[config.mk]
export PLATFORM = sky130hd
export DESIGN_NAME = ps2_line_buffer
export DESIGN_NICKNAME = d
export VERILOG_FILES = /design/src/rtl/ps2_line_buffer.sv
export SDC_FILE = /design/constraint.sdc
export NUM_CORES = 1
export LEC_CHECK = 0
export CAP_MARGIN = 0
export CELL_PAD_IN_SITES_DETAIL_PLACEMENT = 0
export CELL_PAD_IN_SITES_GLOBAL_PLACEMENT = 2
export CORE_MARGIN = 2
export CORE_UTILIZATION = 31
export DETAILED_ROUTE_END_ITERATION = 12
export GPL_TIMING_DRIVEN = 0
export PLACE_DENSITY = 0.9
export SKIP_LAST_GASP = 1
export SYNTH_ARGS = -nofsm -noshare
export SYNTH_HDL_FRONTEND = slang
export SYNTH_SLANG_ARGS = --single-unit
[constraint.sdc]
create_clock -name clock -period 24.8 [get_ports clock]
set_input_delay 7.44 -clock clock [delete_from_list [all_inputs] [get_ports clock]]
set_output_delay 7.44 -clock clock [all_outputs]
set_load 0.01 [all_outputs]
[src/rtl/ps2_line_buffer.sv]
// ---------------------------------------------------------------------------
// ps2_line_buffer
//
// Purpose:
//   Line editor between ps2_cleaner and display_controller. Cleaned key codes
//   are assembled into an editable line of up to LINE_CHARS characters.
//   Backspace removes the last character. Enter commits a non-empty line to
//   ps2_line_content and raises ps2_line_ready, which stays high until the
//   consumer acknowledges with line_ack. The live edit buffer is exported so
//   the screen can show the line being typed.
//
// Packing:
//   Character index i lives in bits [8*(LINE_CHARS-i)-1 -: 8], so index 0 is
//   the most significant byte. Unused slots hold PAD_CHAR.
//
// Optional feature (compile-time macro):
//   PS2_LINE_UPPERCASE_EN - when defined, 'a'..'z' are stored as 'A'..'Z'.
//   Key classification is the same in both builds.
//
// Ports:
//   clock            in   system clock
//   reset            in   asynchronous, active-high reset
//   input_character  in   [7:0] ASCII code from ps2_cleaner
//   input_made       in   key-valid strobe (level or pulse, rising edge used)
//   line_ack         in   consumer has taken ps2_line_content
//   edit_content     out  [8*LINE_CHARS-1:0] line being typed, packed
//   edit_length      out  [LEN_W-1:0] number of valid characters in edit_content
//   ps2_line_content out  [8*LINE_CHARS-1:0] last committed line, packed
//   ps2_line_ready   out  committed line valid and not yet acknowledged
//   line_full        out  edit_length == LINE_CHARS (combinational)
//   commit_overrun   out  sticky: an Enter was dropped while a line was pending
// ---------------------------------------------------------------------------
module ps2_line_buffer #(
    parameter int          LINE_CHARS = 32,
    parameter logic [7:0]  PAD_CHAR   = 8'h20,
    parameter int          LEN_W      = 6
) (
    input  logic                    clock,
    input  logic                    reset,
    input  logic [7:0]              input_character,
    input  logic                    input_made,
    input  logic                    line_ack,
    output logic [8*LINE_CHARS-1:0] edit_content,
    output logic [LEN_W-1:0]        edit_length,
    output logic [8*LINE_CHARS-1:0] ps2_line_content,
    output logic                    ps2_line_ready,
    output logic                    line_full,
    output logic                    commit_overrun
);

    localparam logic [LEN_W-1:0]        MAX_LEN  = LEN_W'(LINE_CHARS);
    localparam logic [LEN_W-1:0]        ONE_LEN  = LEN_W'(1);
    localparam logic [8*LINE_CHARS-1:0] PAD_LINE = {LINE_CHARS{PAD_CHAR}};

    localparam logic [7:0] KEY_BACKSPACE = 8'h08;
    localparam logic [7:0] KEY_ENTER     = 8'h0D;

    // EDIT: no committed line pending. HOLD: ps2_line_ready is high.
    typedef enum logic {
        EDIT = 1'b0,
        HOLD = 1'b1
    } state_t;

    state_t                  state_q, state_d;
    logic                    made_q;
    logic [8*LINE_CHARS-1:0] edit_q, edit_d;
    logic [LEN_W-1:0]        len_q, len_d;
    logic [8*LINE_CHARS-1:0] line_q, line_d;
    logic                    overrun_q, overrun_d;

    logic                    key_event;
    logic                    is_printable;
    logic                    is_backspace;
    logic                    is_enter;
    logic                    enter_nonempty;
    logic [7:0]              stored_char;

    // One event per rising edge of input_made, so a held key never repeats.
    assign key_event      = input_made && !made_q;

    assign is_printable   = (input_character >= 8'h20) && (input_character <= 8'h7E);
    assign is_backspace   = (input_character == KEY_BACKSPACE);
    assign is_enter       = (input_character == KEY_ENTER);

    // An Enter on an empty line does nothing at all, not even an overrun.
    assign enter_nonempty = key_event && is_enter && (len_q != '0);

    // Byte actually written into the edit buffer for a printable key.
    always_comb begin
        stored_char = input_character;
`ifdef PS2_LINE_UPPERCASE_EN
        if ((input_character >= 8'h61) && (input_character <= 8'h7A)) begin
            stored_char = input_character - 8'h20;
        end
`endif
    end

    // Next-state logic for the edit buffer, the committed line and the FSM.
    // Editing is handled first; a commit then overrides the edit buffer,
    // which is safe because a single key event is either an edit or an Enter.
    always_comb begin
        state_d   = state_q;
        edit_d    = edit_q;
        len_d     = len_q;
        line_d    = line_q;
        overrun_d = overrun_q;

        if (key_event && is_printable && (len_q < MAX_LEN)) begin
            for (int i = 0; i < LINE_CHARS; i++) begin
                if (LEN_W'(i) == len_q) begin
                    edit_d[8*(LINE_CHARS-i)-1 -: 8] = stored_char;
                end
            end
            len_d = len_q + ONE_LEN;
        end else if (key_event && is_backspace && (len_q != '0)) begin
            for (int i = 0; i < LINE_CHARS; i++) begin
                if (LEN_W'(i) == (len_q - ONE_LEN)) begin
                    edit_d[8*(LINE_CHARS-i)-1 -: 8] = PAD_CHAR;
                end
            end
            len_d = len_q - ONE_LEN;
        end

        case (state_q)
            EDIT: begin
                if (enter_nonempty) begin
                    line_d  = edit_q;
                    edit_d  = PAD_LINE;
                    len_d   = '0;
                    state_d = HOLD;
                end
            end
            HOLD: begin
                // An ack frees the slot first, so a same-edge Enter can
                // commit straight into it and the line stays ready.
                if (line_ack) begin
                    state_d = EDIT;
                    if (enter_nonempty) begin
                        line_d  = edit_q;
                        edit_d  = PAD_LINE;
                        len_d   = '0;
                        state_d = HOLD;
                    end
                end else if (enter_nonempty) begin
                    overrun_d = 1'b1;
                end
            end
            default: begin
                state_d = EDIT;
            end
        endcase
    end

    // State and datapath registers, cleared immediately by reset so a
    // partial line is thrown away.
    always_ff @(posedge clock or posedge reset) begin
        if (reset) begin
            state_q   <= EDIT;
            made_q    <= 1'b0;
            edit_q    <= PAD_LINE;
            len_q     <= '0;
            line_q    <= PAD_LINE;
            overrun_q <= 1'b0;
        end else begin
            state_q   <= state_d;
            made_q    <= input_made;
            edit_q    <= edit_d;
            len_q     <= len_d;
            line_q    <= line_d;
            overrun_q <= overrun_d;
        end
    end

    assign edit_content     = edit_q;
    assign edit_length      = len_q;
    assign ps2_line_content = line_q;
    assign ps2_line_ready   = (state_q == HOLD);
    assign commit_overrun   = overrun_q;
    assign line_full        = (len_q == MAX_LEN);

endmodule

=== Word-level counts from Yosys, hierarchy flattened ===
Cells that the tools add are included.

* Register bits after elaboration: 521
* Latch bits: 0
* Memory bits (writable): 0
* Bits in read-only memories: 0
* Input port bits: 12
* Output and inout bits: 521
* Logic and storage cells: 172
* Memories: 0

* $add $sub $neg: 2
* Multipliers: 0
* Div/mod/pow operators: 0
* $lt $le $gt $ge: 3
* Equality and inequality tests: 66
* Shifts and indexed selects: 0
* Multiplexer cells: 80
* Bitwise gates (word level): 2
* Reduce and logical (&&, ||, !) cells: 13

{| class="wikitable"
|+ Operator list
! operator !! number
|-
| two-way mux 256 bit || 6
|-
| one-hot mux 256 bit (2 select lines) || 2
|-
| two-way mux 8 bit || 64
|-
| equality test 5 x 6 -> 1 bit, first input constant || 32
|-
| equality test 4 x 6 -> 1 bit, first input constant || 16
|-
| equality test 3 x 6 -> 1 bit, first input constant || 8
|-
| equality test 2 x 6 -> 1 bit, first input constant || 4
|-
| two-way mux 6 bit || 4
|-
| equality test 8 x 4 -> 1 bit, second input constant || 2
|-
| equality test 1 x 6 -> 1 bit, first input constant || 2
|-
| logical NOT 6 bit || 2
|-
| one-hot mux 6 bit (2 select lines) || 1
|-
| >= comparator 8 x 6 -> 1 bit, second input constant || 1
|-
| <= comparator 8 x 7 -> 1 bit, second input constant || 1
|-
| logical AND 1 bit || 8
|-
| adder 6 x 1 -> 6 bit, second input constant || 1
|-
| equality test 6 bit, second input constant || 1
|-
| < comparator 6 bit, second input constant || 1
|-
| nonzero test 6 bit || 1
|-
| subtractor 6 x 1 -> 6 bit, second input constant || 1
|-
| AND reduction 3 bit || 1
|-
| two-way mux 1 bit || 2
|-
| != test 2 bit, second input constant || 1
|-
| NOT 1 bit || 2
|-
| other kinds (2) || 2
|}

=== Depth between registers and ports, before layout ===
* Word-level depth: 9
* Gate-level depth with buffers: 12
* Depth with buffers taken out: 7

=== Least setup slack after synthesis ===
Ideal clock, no wire load.

* Path kind: input to register
* Start point: in input_character[4]
* End point: reg edit_q[216] (netlist: edit_content[216])
* Setup time: 0.121 ns
* Arrival: 9.201 ns
* Required time: 24.679 ns
* Setup slack: 15.478 ns
* Cell stages on the path: 8
* Buffers on the path: 3
* Cells stage by stage: buf_2 nor4_4 and4_1 and4_1 buf_6 buf_6 a311oi_4 a22o_1

* Cells in the longest elaborated chain, start to end: 8
* Elaborated cells between the ends (all ways): 16

{| class="wikitable"
|+ RTL lines
! what !! RTL line !! text
|-
| start: declaration || 40 || <nowiki>input logic [7:0] input_character,</nowiki>
|-
| >= comparator 8 x 6 -> 1 bit, or another cell as far along || 81 || <nowiki>assign is_printable = (input_character >= 8'h20) && (input_character <= 8'h7E);</nowiki>
|-
| logical AND 1 bit, on equally long branches || 81, 115 ||
|-
| logical AND 1 bit, on equally long branches || 108, 115 ||
|-
| logical AND 1 bit / two-way mux 256 bit (equally long branches) || 108, 115 ||
|-
| two-way mux 256 bit || 108 || <nowiki>if (key_event && is_printable && (len_q < MAX_LEN)) begin</nowiki>
|-
| two-way mux 256 bit || 126, 138 ||
|-
| two-way mux 256 bit || 136 || <nowiki>if (line_ack) begin</nowiki>
|-
| one-hot mux 256 bit (2 select lines) * || 124 || <nowiki>case (state_q)</nowiki>
|-
| via edit_d[216] || 66 || <nowiki>logic [8*LINE_CHARS-1:0] edit_q, edit_d;</nowiki>
|-
| end signal: assignment || 167 || <nowiki>edit_q <= edit_d;</nowiki>
|-
| end: declaration || 66 ||
|}

The timed path passes the listed nets; every way through them passes the cells marked *.
A chain may end at the register's enable or synchronous reset.

=== Worst setup path after layout ===
* Start point: in input_character[2]
* End point: reg edit_q[162] (netlist: edit_content[162])

The elaborated chain is that of the path after synthesis.

==> results.sh <==
export IMPL_dpl_cell_area_mm2=0.0273
export IMPL_grt_total_usage_pct=23.3
export IMPL_grt_pass1_vias=17443
export IMPL_syn_nets=1967
export IMPL_clock_sink_total=521
export IMPL_status="complete, no violations"
export IMPL_share_of_yosys_cell_area_claimed_by_the_top_area_cell_type_pct=55.1
export IMPL_fin_util_pct=44.3
export IMPL_start_util_pct=31.4
export IMPL_p_leak_uw=0.0137
export IMPL_cp_max_fo=10
export IMPL_routed_wire_length_per_instance_um=23.6
export IMPL_die_x_um=263
export IMPL_clockBufferDepth=3
export IMPL_power_density_cell_area_mw_per_mm2=64.0
export IMPL_synth_ff_latch_count=521
export IMPL_grt_antenna_before_repair=4
export IMPL_tns_ns=0
export IMPL_setup_violations_final=0
export IMPL_drt_wl_total_mm=81.7
export IMPL_dp_final_hpwl_mm=59.8
export IMPL_cts_htree_levels=2
export IMPL_tritoncts="yes"
export IMPL_drtIter0Drc=1293
export IMPL_timing_max_cap_violations=0
export IMPL_clk_latency_ns=0.61
export IMPL_layout_area_overhead_vs_synth_pct=40.9
export IMPL_synth_avg_cell_area_um2=10.7
export IMPL_overall_die_area_mm2=0.0691
export IMPL_routed_via_count_divided_by_cell_count=5.00
export IMPL_route_vias_total=17282
export IMPL_achievable_frequency_ghz=0.0951
export IMPL_timing_final_max_slew_violations=0
export IMPL_worst_setup_path_end_kind="flip-flop"
export IMPL_timing_slew_headroom_pct=18.2
export IMPL_synthCells=1948
export IMPL_post_place_ws_ns=13.70
export IMPL_design_power_total_uw=1870
export IMPL_row_count=94
export IMPL_clk_pin_slew_worst_paths_ns=0.06
export IMPL_ys_async_sr_fraction_pct=100
export IMPL_clock_root_buffer="sky130_fd_sc_hd__clkbuf_16"
export IMPL_final_antenna_net_count=0
export IMPL_synth_warning_count=0
export IMPL_finish_net_count=2561
export IMPL_setup_ws_final_ns=14.28
export IMPL_grt_use_met1_pct=29.5
export IMPL_synthFlopType="sky130_fd_sc_hd__dfrtp_1"
export IMPL_count_of_instances_resized_after_the_clock_tree_is_built=0
export IMPL_worst_endpoint_arrival_ns=11.06
export IMPL_final_layout_size_suffix_gt1_share_pct=9.57
export IMPL_cts_setup_buffers=0
export IMPL_groute_layer_met3_usage_pct=5.10
export IMPL_critical_path_class="in -> reg"
export IMPL_grt_met2_usage_pct=39.7
export IMPL_final_period_minus_worst_setup_slack_ns=10.52
export IMPL_number_of_enable_type_register_cells_in_the_synthesized_netlist=0
export IMPL_timing_hold_worst_class="reg -> reg"
export IMPL_drc=0
export IMPL_rsz0062_at_grt="no"
export IMPL_ioPinCount=533
export IMPL_mappedNetlistArea_mm2=0.0208
export IMPL_synth_commonest_cells="736 x sky130_fd_sc_hd__nand2_1, 457 x sky130_fd_sc_hd__dfrtp_1, 102 x sky130_fd_sc_hd__a22o_1"
export IMPL_layout_cell_area_non_filler_mm2=0.0293
export IMPL_yosysTopAreaCell="sky130_fd_sc_hd__dfrtp_1"
export IMPL_vdd_ir_drop_max_uv=50.7
export IMPL_synth_distinct_cells=62
export IMPL_globalplace_congestion=0.878
export IMPL_grt_first_pass_wirelength_mm=121
export IMPL_skew_ns=0.0104
export IMPL_cp_start_kind="primary input"
export IMPL_timing_critical_path_required_ns=25.34
export IMPL_period_share_pct=42.4
export IMPL_core_mm2=0.0661
export IMPL_worstMarginPinSlew_ns=1.22
export IMPL_cts_hold_buf=0
export IMPL_grt_max_degree=130
export IMPL_drt_pass1_iter_count=5
export IMPL_cts_buffers_inserted=58
export IMPL_chipHeight_um=263
export IMPL_synth_top_cells_by_area="sky130_fd_sc_hd__dfrtp_1 55%, sky130_fd_sc_hd__nand2_1 13%, sky130_fd_sc_hd__dfstp_2 8.1%"
export IMPL_port_buffers=528
export IMPL_busiest_grt_layer="met2"
export IMPL_grt_overflow=0
export IMPL_yosys_cell_count_top_type="sky130_fd_sc_hd__nand2_1"
export IMPL_synth_sequential_area_ratio_pct=63.2
export IMPL_timing_hold_violations_final=0
[worst max-delay path, cell delays in order]
cell                              delay, ns
sky130_fd_sc_hd__clkdlybuf4s50_1       0.49
sky130_fd_sc_hd__buf_2                 0.38
sky130_fd_sc_hd__nand3_1               0.33
sky130_fd_sc_hd__o2111ai_1             1.05
sky130_fd_sc_hd__nor2_1                0.49
sky130_fd_sc_hd__a311oi_4              0.64
sky130_fd_sc_hd__a22o_1                0.22
[final timing paths]
check / startpoint / end / slack (ns) / cells past startpoint
setup / recovery: input_character[2] / edit_content[162] / 14.28 / 7
hold / removal: ps2_line_content[133] / ps2_line_content[133] / 0.45 / 2
setup reg to reg: edit_length[0] / ps2_line_content[93] / 20.74 / 10
hold reg to reg: ps2_line_content[133] / ps2_line_content[133] / 0.45 / 2
max in group asynchronous: reset / edit_content[35] / 15.96 / 4
min in group asynchronous: reset / ps2_line_content[156] / 7.23 / 2
[state kept, by name, summed over array words and instances (netlist names)]
register,count
edit_length,6
edit_content,256
commit_overrun,1
ps2_line_ready,1
made_q,1
ps2_line_content,256
[area by class of cell]
cell class	count	area (um2)
flip-flops and latches	521	13100
plain buffers	111	487
clock buffers	92	1760
inverters	34	135
repair buffers	534	5420
fillers	6184	36800
well taps	864	1080
multi-input cells	1282	7040
clock inverters	17	233
diodes	2	5.00
[metal layers]
| metal | share of wire [%] | vias to the layer above |
|---|---|---|
| met1 | 42 | 8755 |
| met4 | 3.0 | 2 |
| li1 | - | 7809 |
| met3 | 6.1 | 128 |
| met2 | 49 | 588 |
| met5 | 0.016 | - |
[logic make-up (layout without fill, tap and decap cells)]
kind of cell | count (synthesis) | in the layout | share of synthesized area [%]
flip-flops | 521 | 521 | 63.2
buffers and inverters | 145 | 788 | 2.96
AO/OA/AOI/OAI | 301 | 301 | 13.5
multiplexers | 15 | 15 | 0.723
XOR/XNOR | 8 | 8 | 0.337
adder cells (fa/ha/maj) | 7 | 7 | 0.422
AND/OR/NAND/NOR | 951 | 951 | 18.9
other | 0 | 2 | 0
[where the power goes]
part / switching, uW / internal, uW / leakage, uW
registers: 9.64 / 860 / 0.00701
clock network: 358 / 538 / 0.000982
logic: 79.0 / 30.5 / 0.00571
[cell usage in the layout (no fill, tap or decap), types with 5 or more instances in the layout]
cell type and instances:
sky130_fd_sc_hd__clkdlybuf4s50_1 528, sky130_fd_sc_hd__xnor2_1 7, sky130_fd_sc_hd__bufinv_16 5, sky130_fd_sc_hd__a31o_2 10, sky130_fd_sc_hd__a22oi_1 26, sky130_fd_sc_hd__mux2i_1 15
sky130_fd_sc_hd__nor2_1 74, sky130_fd_sc_hd__a311oi_4 14, sky130_fd_sc_hd__or2_2 5, sky130_fd_sc_hd__a32o_1 45, sky130_fd_sc_hd__clkbuf_1 84, sky130_fd_sc_hd__ha_1 7
sky130_fd_sc_hd__buf_6 6, sky130_fd_sc_hd__and3_1 21, sky130_fd_sc_hd__dfstp_2 64, sky130_fd_sc_hd__inv_1 33, sky130_fd_sc_hd__nand4_1 6, sky130_fd_sc_hd__nand2b_1 7
sky130_fd_sc_hd__clkinv_2 6, sky130_fd_sc_hd__a22o_1 102, sky130_fd_sc_hd__and2_1 22, sky130_fd_sc_hd__nand2_1 736, sky130_fd_sc_hd__buf_2 26, sky130_fd_sc_hd__clkbuf_16 59
sky130_fd_sc_hd__nand3_1 34, sky130_fd_sc_hd__buf_1 12, sky130_fd_sc_hd__nor3_1 20, sky130_fd_sc_hd__o211ai_1 8, sky130_fd_sc_hd__o21ai_0 36, sky130_fd_sc_hd__dfrtp_1 457
sky130_fd_sc_hd__clkbuf_8 16, sky130_fd_sc_hd__o22ai_1 20
[per-stage QoR]
stage                     instances  hold WS (ns)
final                          3457         0.453
after CTS                      3455         0.455
after global routing           3456         0.467
after floorplan                1948         0.460
after detailed placement       3346         0.446
after global placement         3340         0.443
Power figures use the tool's default switching activity.
